File: config.mk
export PLATFORM = sky130hd
export DESIGN_NAME = instr_encoder
export DESIGN_NICKNAME = d
export VERILOG_FILES = /design/src/rtl/instr_encoder.sv
export SDC_FILE = /design/constraint.sdc
export NUM_CORES = 1
export LEC_CHECK = 0
export BUFFER_PORTS_ARGS = -buffer_cell sky130_fd_sc_hd__clkbuf_2
export CAP_MARGIN = 10
export CORE_AREA = 10 10 161 163
export DETAILED_ROUTE_END_ITERATION = 8
export DIE_AREA = 0 0 171 173
export HOLD_SLACK_MARGIN = 0.06
export PLACE_DENSITY = 0.6
export SYNTH_ARGS = -nofsm -noshare
export SYNTH_HDL_FRONTEND = slang
export SYNTH_SLANG_ARGS = --single-unit
File: constraint.sdc
create_clock -name clk -period 6 [get_ports clk]
set_input_delay 0.9 -clock clk [delete_from_list [all_inputs] [get_ports clk]]
set_output_delay 0.9 -clock clk [all_outputs]
set_load 0.02 [all_outputs]
File: src/rtl/instr_encoder.sv
// RV32 instruction encoder: packs field-level requests into 32-bit words and queues them in a FIFO.
// Optional immediate range checking is enabled by defining INSTR_ENC_RANGE_CHECK_EN.
module instr_encoder #(
    parameter int unsigned XLEN  = 32,
    parameter int unsigned DEPTH = 4
) (
    input  logic            clk,
    input  logic            reset_n,
    input  logic            flush,
    input  logic            in_valid,
    output logic            in_ready,
    input  logic [2:0]      in_fmt,
    input  logic [6:0]      in_opcode,
    input  logic [4:0]      in_rd,
    input  logic [4:0]      in_rs1,
    input  logic [4:0]      in_rs2,
    input  logic [2:0]      in_funct3,
    input  logic [6:0]      in_funct7,
    input  logic [XLEN-1:0] in_imm,
    output logic            out_valid,
    input  logic            out_ready,
    output logic [31:0]     out_instr,
    output logic            out_err,
    output logic [15:0]     enc_count
);

    localparam int unsigned AW = (DEPTH > 1) ? $clog2(DEPTH) : 1;
    localparam int unsigned CW = AW + 1;
    localparam int unsigned IW = 32;
    localparam logic [2:0] FMT_R = 3'd0;
    localparam logic [2:0] FMT_I = 3'd1;
    localparam logic [2:0] FMT_S = 3'd2;
    localparam logic [2:0] FMT_B = 3'd3;
    localparam logic [2:0] FMT_U = 3'd4;
    localparam logic [2:0] FMT_J = 3'd5;
    localparam logic [IW-1:0] NOP_WORD = 32'h0000_0013;

    // FIFO storage and control state
    logic [IW-1:0] r_mem_instr [DEPTH];
    logic          r_mem_err   [DEPTH];
    logic [AW-1:0] r_wr_ptr;
    logic [AW-1:0] r_rd_ptr;
    logic [CW-1:0] r_count;
    logic          r_in_ready;
    logic          r_out_valid;
    logic [IW-1:0] r_out_instr;
    logic          r_out_err;
    logic [15:0]   r_enc_count;

    logic [IW-1:0] w_word;
    logic          w_err;
    logic          w_hs;
    logic          w_push;
    logic          w_pop;
    logic [CW-1:0] w_cnt_after_pop;
    logic [CW-1:0] w_next_count;
    logic [AW-1:0] w_next_rd;
    logic [AW-1:0] w_next_wr;
    logic          w_unused_imm;

    assign w_unused_imm = ^in_imm;

`ifdef INSTR_ENC_RANGE_CHECK_EN
    // Immediate fits a signed N-bit field when everything above bit N-2 is a pure sign copy
    logic [XLEN-1:0] w_sh11;
    logic [XLEN-1:0] w_sh12;
    logic [XLEN-1:0] w_sh20;
    logic [XLEN-1:0] w_sh31;
    logic            w_fit12;
    logic            w_fit13;
    logic            w_fit21;
    logic            w_fit32;

    assign w_sh11  = XLEN'($signed(in_imm) >>> 11);
    assign w_sh12  = XLEN'($signed(in_imm) >>> 12);
    assign w_sh20  = XLEN'($signed(in_imm) >>> 20);
    assign w_sh31  = XLEN'($signed(in_imm) >>> 31);
    assign w_fit12 = (&w_sh11) | ~(|w_sh11);
    assign w_fit13 = (&w_sh12) | ~(|w_sh12);
    assign w_fit21 = (&w_sh20) | ~(|w_sh20);
    assign w_fit32 = (&w_sh31) | ~(|w_sh31);
`endif

    // Field packing for the current request
    always_comb begin
        w_word = NOP_WORD;
        w_err  = 1'b0;
        case (in_fmt)
            FMT_R: begin
                w_word = {in_funct7, in_rs2, in_rs1, in_funct3, in_rd, in_opcode};
            end
            FMT_I: begin
                w_word = {in_imm[11:0], in_rs1, in_funct3, in_rd, in_opcode};
`ifdef INSTR_ENC_RANGE_CHECK_EN
                w_err  = !w_fit12;
`endif
            end
            FMT_S: begin
                w_word = {in_imm[11:5], in_rs2, in_rs1, in_funct3, in_imm[4:0], in_opcode};
`ifdef INSTR_ENC_RANGE_CHECK_EN
                w_err  = !w_fit12;
`endif
            end
            FMT_B: begin
                w_word = {in_imm[12], in_imm[10:5], in_rs2, in_rs1, in_funct3,
                          in_imm[4:1], in_imm[11], in_opcode};
`ifdef INSTR_ENC_RANGE_CHECK_EN
                w_err  = !w_fit13 || in_imm[0];
`endif
            end
            FMT_U: begin
                w_word = {in_imm[31:12], in_rd, in_opcode};
`ifdef INSTR_ENC_RANGE_CHECK_EN
                w_err  = (in_imm[11:0] != 12'd0) || !w_fit32;
`endif
            end
            FMT_J: begin
                w_word = {in_imm[20], in_imm[10:1], in_imm[11], in_imm[19:12], in_rd, in_opcode};
`ifdef INSTR_ENC_RANGE_CHECK_EN
                w_err  = !w_fit21 || in_imm[0];
`endif
            end
            default: begin
                w_word = NOP_WORD;
                w_err  = 1'b1;
            end
        endcase
    end

    // Handshakes: a flush drops the push but the handshake still counts
    assign w_hs            = in_valid && r_in_ready;
    assign w_push          = w_hs && !flush;
    assign w_pop           = r_out_valid && out_ready && !flush;
    assign w_cnt_after_pop = r_count - CW'(w_pop);

    always_comb begin
        w_next_count = w_cnt_after_pop + CW'(w_push);
        w_next_rd    = w_pop  ? AW'(r_rd_ptr + 1'b1) : r_rd_ptr;
        w_next_wr    = w_push ? AW'(r_wr_ptr + 1'b1) : r_wr_ptr;
        if (flush) begin
            w_next_count = '0;
            w_next_rd    = '0;
            w_next_wr    = '0;
        end
    end

    always_ff @(posedge clk) begin
        if (w_push) begin
            r_mem_instr[r_wr_ptr] <= w_word;
            r_mem_err[r_wr_ptr]   <= w_err;
        end
    end

    always_ff @(posedge clk or negedge reset_n) begin
        if (!reset_n) begin
            r_wr_ptr    <= '0;
            r_rd_ptr    <= '0;
            r_count     <= '0;
            r_in_ready  <= 1'b1;
            r_out_valid <= 1'b0;
            r_out_instr <= '0;
            r_out_err   <= 1'b0;
            r_enc_count <= '0;
        end else begin
            r_wr_ptr    <= w_next_wr;
            r_rd_ptr    <= w_next_rd;
            r_count     <= w_next_count;
            r_in_ready  <= (w_next_count != CW'(DEPTH));
            r_out_valid <= (w_next_count != '0);
            if (w_hs) begin
                r_enc_count <= r_enc_count + 16'd1;
            end
            // Head register: bypass the new word into an otherwise empty queue, else read memory
            if (w_push && (w_cnt_after_pop == '0)) begin
                r_out_instr <= w_word;
                r_out_err   <= w_err;
            end else if (w_next_count != '0) begin
                r_out_instr <= r_mem_instr[w_next_rd];
                r_out_err   <= r_mem_err[w_next_rd];
            end
        end
    end

    assign in_ready  = r_in_ready;
    assign out_valid = r_out_valid;
    assign out_instr = r_out_instr;
    assign out_err   = r_out_err;
    assign enc_count = r_enc_count;

endmodule

==> run_results.csv <==
group,metric,value,unit
sta,fin_skew,0.0145,ns
worst_setup_path,critical_path_arrival,3.69,ns
drt,firstDrtPassIters,5,
sta,rsz0062_at_grt,"no",
pwr,peakVddDrop,0.000149,V
global_routing,grt_first_pass_wirelength,34.1,mm
drt,wire_per_inst,20.7,µm
sta,fmax,300,MHz
hold_path,hold_path.class,"flop to flop",
flow_run,max_cap_violations,0,
sta,worst_pin_slew,1.04,ns
placement,io_buffers,122,
clock_network,htree_levels,4,
clock_network,cts_tree,"done",
worst_setup_path,startpoint_type,"input port",
worst_setup_path,cp-end-kind,"flop",
drt,vias_per_cell,5.37,
hold_path,hold_path_depth,1,
sta,fin_crit_sh,55.6,%
sta,hold_viol_final,0,
worst_setup_path,path_cells,"clkbuf_2 > nor2_1 > ha_1 > ha_1 > inv_1 > ha_1 > xnor2_1 > a21o_2 > buf_4 > a21oi_1 > a2bb2oi_1",
die,rows,55,
die,initial_utilization,36.6,%
clock_network,cts-hold-fix-buffers,0,
clock_network,clock_latency,0.44,ns
die,ios,123,
clock_network,post_cts_resized,0,
synthesis,yosysWarningCount,0,
sta,finalMaxSlewViolations,0,
sta,finalSetupViolations,0,
drt,drcViolationCount,0,
clock_network,cts.path.max_buffers,2,
worst_setup_path,path_max_fanout,42,
finish,fin_cells,1056,
synthesis,ys_ff_latch,190,
sta,relSlewSlack,30.8,%
placement,routabilityCongestion,0.742,
sta,min_period,3.33,ns
synthesis,synth-edff-count,132,
synthesis,synth_cells,655,
synthesis,syn_nets,736,
clock_network,cts_setup_buffers,0,
placement,post-dp-hpwl,13.1,mm
drt,via_count,5673,
global_routing,grt_pass1_vias,5825,
worst_setup_path,critical_path_class,"input port to flop",
finish,drive_gt1_share,22.7,%
synthesis,synth_area,8270,µm²
global_routing,track_usage,14.8,%
placement,dp_cells,1024,
worst_setup_path,worstRegToRegCells,9,
clock_network,clockRootBuffer,"clkbuf_16",
finish,fin_nets,839,
synthesis,async_reset_ff_share,30.5,%
die,die-height,173,µm
drt,postRouteAntennaNets,0,
synthesis,avgSynthCellArea,12.6,µm²
finish,fin_util,42.9,%
global_routing,grt_antenna_before_repair,0,
finish,diodes,0,
clock_network,cts_made_buffers,17,
global_routing,overflow,0,
clock_network,path_clk_slew,0.08,ns
die,dieWidth,171,µm
clock_network,clock-sinks,190,
sta,fin_tns_setup,0,ns
finish,area_growth,17.2,%
worst_setup_path,crit_path_max_incr_delay,0.75,ns
synthesis,ys_seq_area_share,65.5,%
synthesis,synthDistinctLibCells,36,
status,status,"finished clean",
pwr,power_density,396,nW/µm²
worst_setup_path,slowest_stage,"a21o_2",
die,die-area,29600,µm²
pwr,p_leak,3.90,nW
worst_setup_path,crit_top_cell,"ha_1",
die,design.core.area,22600,µm²
synthesis,synth_flop_cell,"edfxtp_1",
drt,drt-initial-drc-count,461,
worst_setup_path,required,6.35,ns
pwr,fin_total_pwr,3.84,mW
global_routing,grt_max_degree,59,
drt,wl,21.8,mm
through the flow:
stage / hold WS [ns] / cell area [µm²] / setup slack (ns)
2_1_floorplan: 0.543 / 8270 / 2.95
3_5_place_dp: 0.470 / 9090 / 2.25
3_3_place_gp: 0.460 / 9090 / 2.34
5_1_grt: 0.511 / 9690 / 2.44
4_1_cts: 0.486 / 9690 / 2.70
6_report: 0.482 / 9690 / 2.67
routing by layer:
layer  part of all wire, %  wire length, µm  up-vias  GRT usage, %
met5                     0                0        -             0
met4                   1.2              266        0          4.24
met3                   6.2             1340       16          3.55
met2                    47            10200      184          22.8
met1                    46            10000     2805          20.2
li1                      -                -     2668             -
power by group:
group / switching (mW) / internal [mW]
Sequential: 0.117 / 1.60
Clock: 0.558 / 0.564
Combinational: 0.654 / 0.345
Total: 1.33 / 2.51
critical path, delay by kind of cell:
kind                       cells  cell delay (ns)
and+or+nand+nor                1             0.09
buffers and inverters          3             0.71
xor gates and xnor gates       1             0.24
adders and majority gates      3             0.69
AOI/OAI and AO/OA              3             1.03
path summary, 6_finish.rpt:
path / slack (ns) / endpoint / start
setup reg to reg: 2.90 / out_instr[11] / in_ready
setup / recovery: 2.67 / out_instr[11] / flush
hold reg to reg: 0.48 / enc_count[15] / enc_count[15]
min in group asynchronous: 0.63 / out_instr[4] / reset_n
hold / removal: 0.48 / enc_count[15] / enc_count[15]
max in group asynchronous: 4.78 / out_instr[7] / reset_n
sequential cells by signal (all words and copies together) (netlist names):
register / flops
r_wr_ptr: 2
enc_count: 16
r_rd_ptr: 2
out_instr: 32
out_valid: 1
in_ready: 1
r_mem_err: 4
r_count: 3
r_mem_instr: 128
out_err: 1
cells by family after synthesis:
logic type,after synthesis,share of synthesized area (%)
compound gates,174,15.5
flops,190,65.5
mux,13,1.65
xor+xnor,18,1.91
buf+inv,64,3.54
simple gates,187,10.6
fa+ha+maj,9,1.36
cell usage in the layout, fill, tap and decap left out, types with 2 or more instances in the layout:
| cell | n |
|---|---|
| inv_1 | 18 |
| xor2_1 | 5 |
| a2bb2oi_1 | 29 |
| ha_1 | 9 |
| edfxtp_1 | 132 |
| a311o_1 | 33 |
| and2_2 | 4 |
| nand3_1 | 10 |
| a22o_1 | 7 |
| o21ai_0 | 20 |
| inv_6 | 4 |
| clkinv_8 | 5 |
| and3_1 | 37 |
| and2_1 | 5 |
| mux2i_1 | 7 |
| clkbuf_2 | 121 |
| a22oi_1 | 5 |
| nand2b_1 | 3 |
| nand2_1 | 96 |
| nand4_1 | 2 |
| a211oi_1 | 33 |
| a21oi_1 | 43 |
| dfrtp_1 | 57 |
| and4_1 | 2 |
| buf_4 | 7 |
| xnor2_1 | 13 |
| mux2_2 | 5 |
| nor2b_1 | 5 |
| nor2_1 | 19 |
| inv_8 | 4 |
| clkbuf_16 | 17 |
layout make-up:
type | instances | area (µm²)
timing repair buffer | 129 | 663
multi-input combinational | 401 | 2580
tap | 285 | 357
sequential | 190 | 5420
inverter | 19 | 76.3
clock buffer | 18 | 429
clock inverter | 14 | 169
fill | 2125 | 12900
synth_stat cells (all sizes together) (19+ instances only):
cell type	count	area [µm²]
a211oi	33	248
a21oi	43	215
a2bb2oi	29	254
a311o	33	330
and3	37	231
buf	22	130
clkbuf	23	86.3
dfrtp	57	1430
edfxtp	132	3960
inv	19	76.3
nand2	97	364
nor2	19	71.3
o21ai	20	100
No activity file was read; power rests on OpenSTA's default activity.
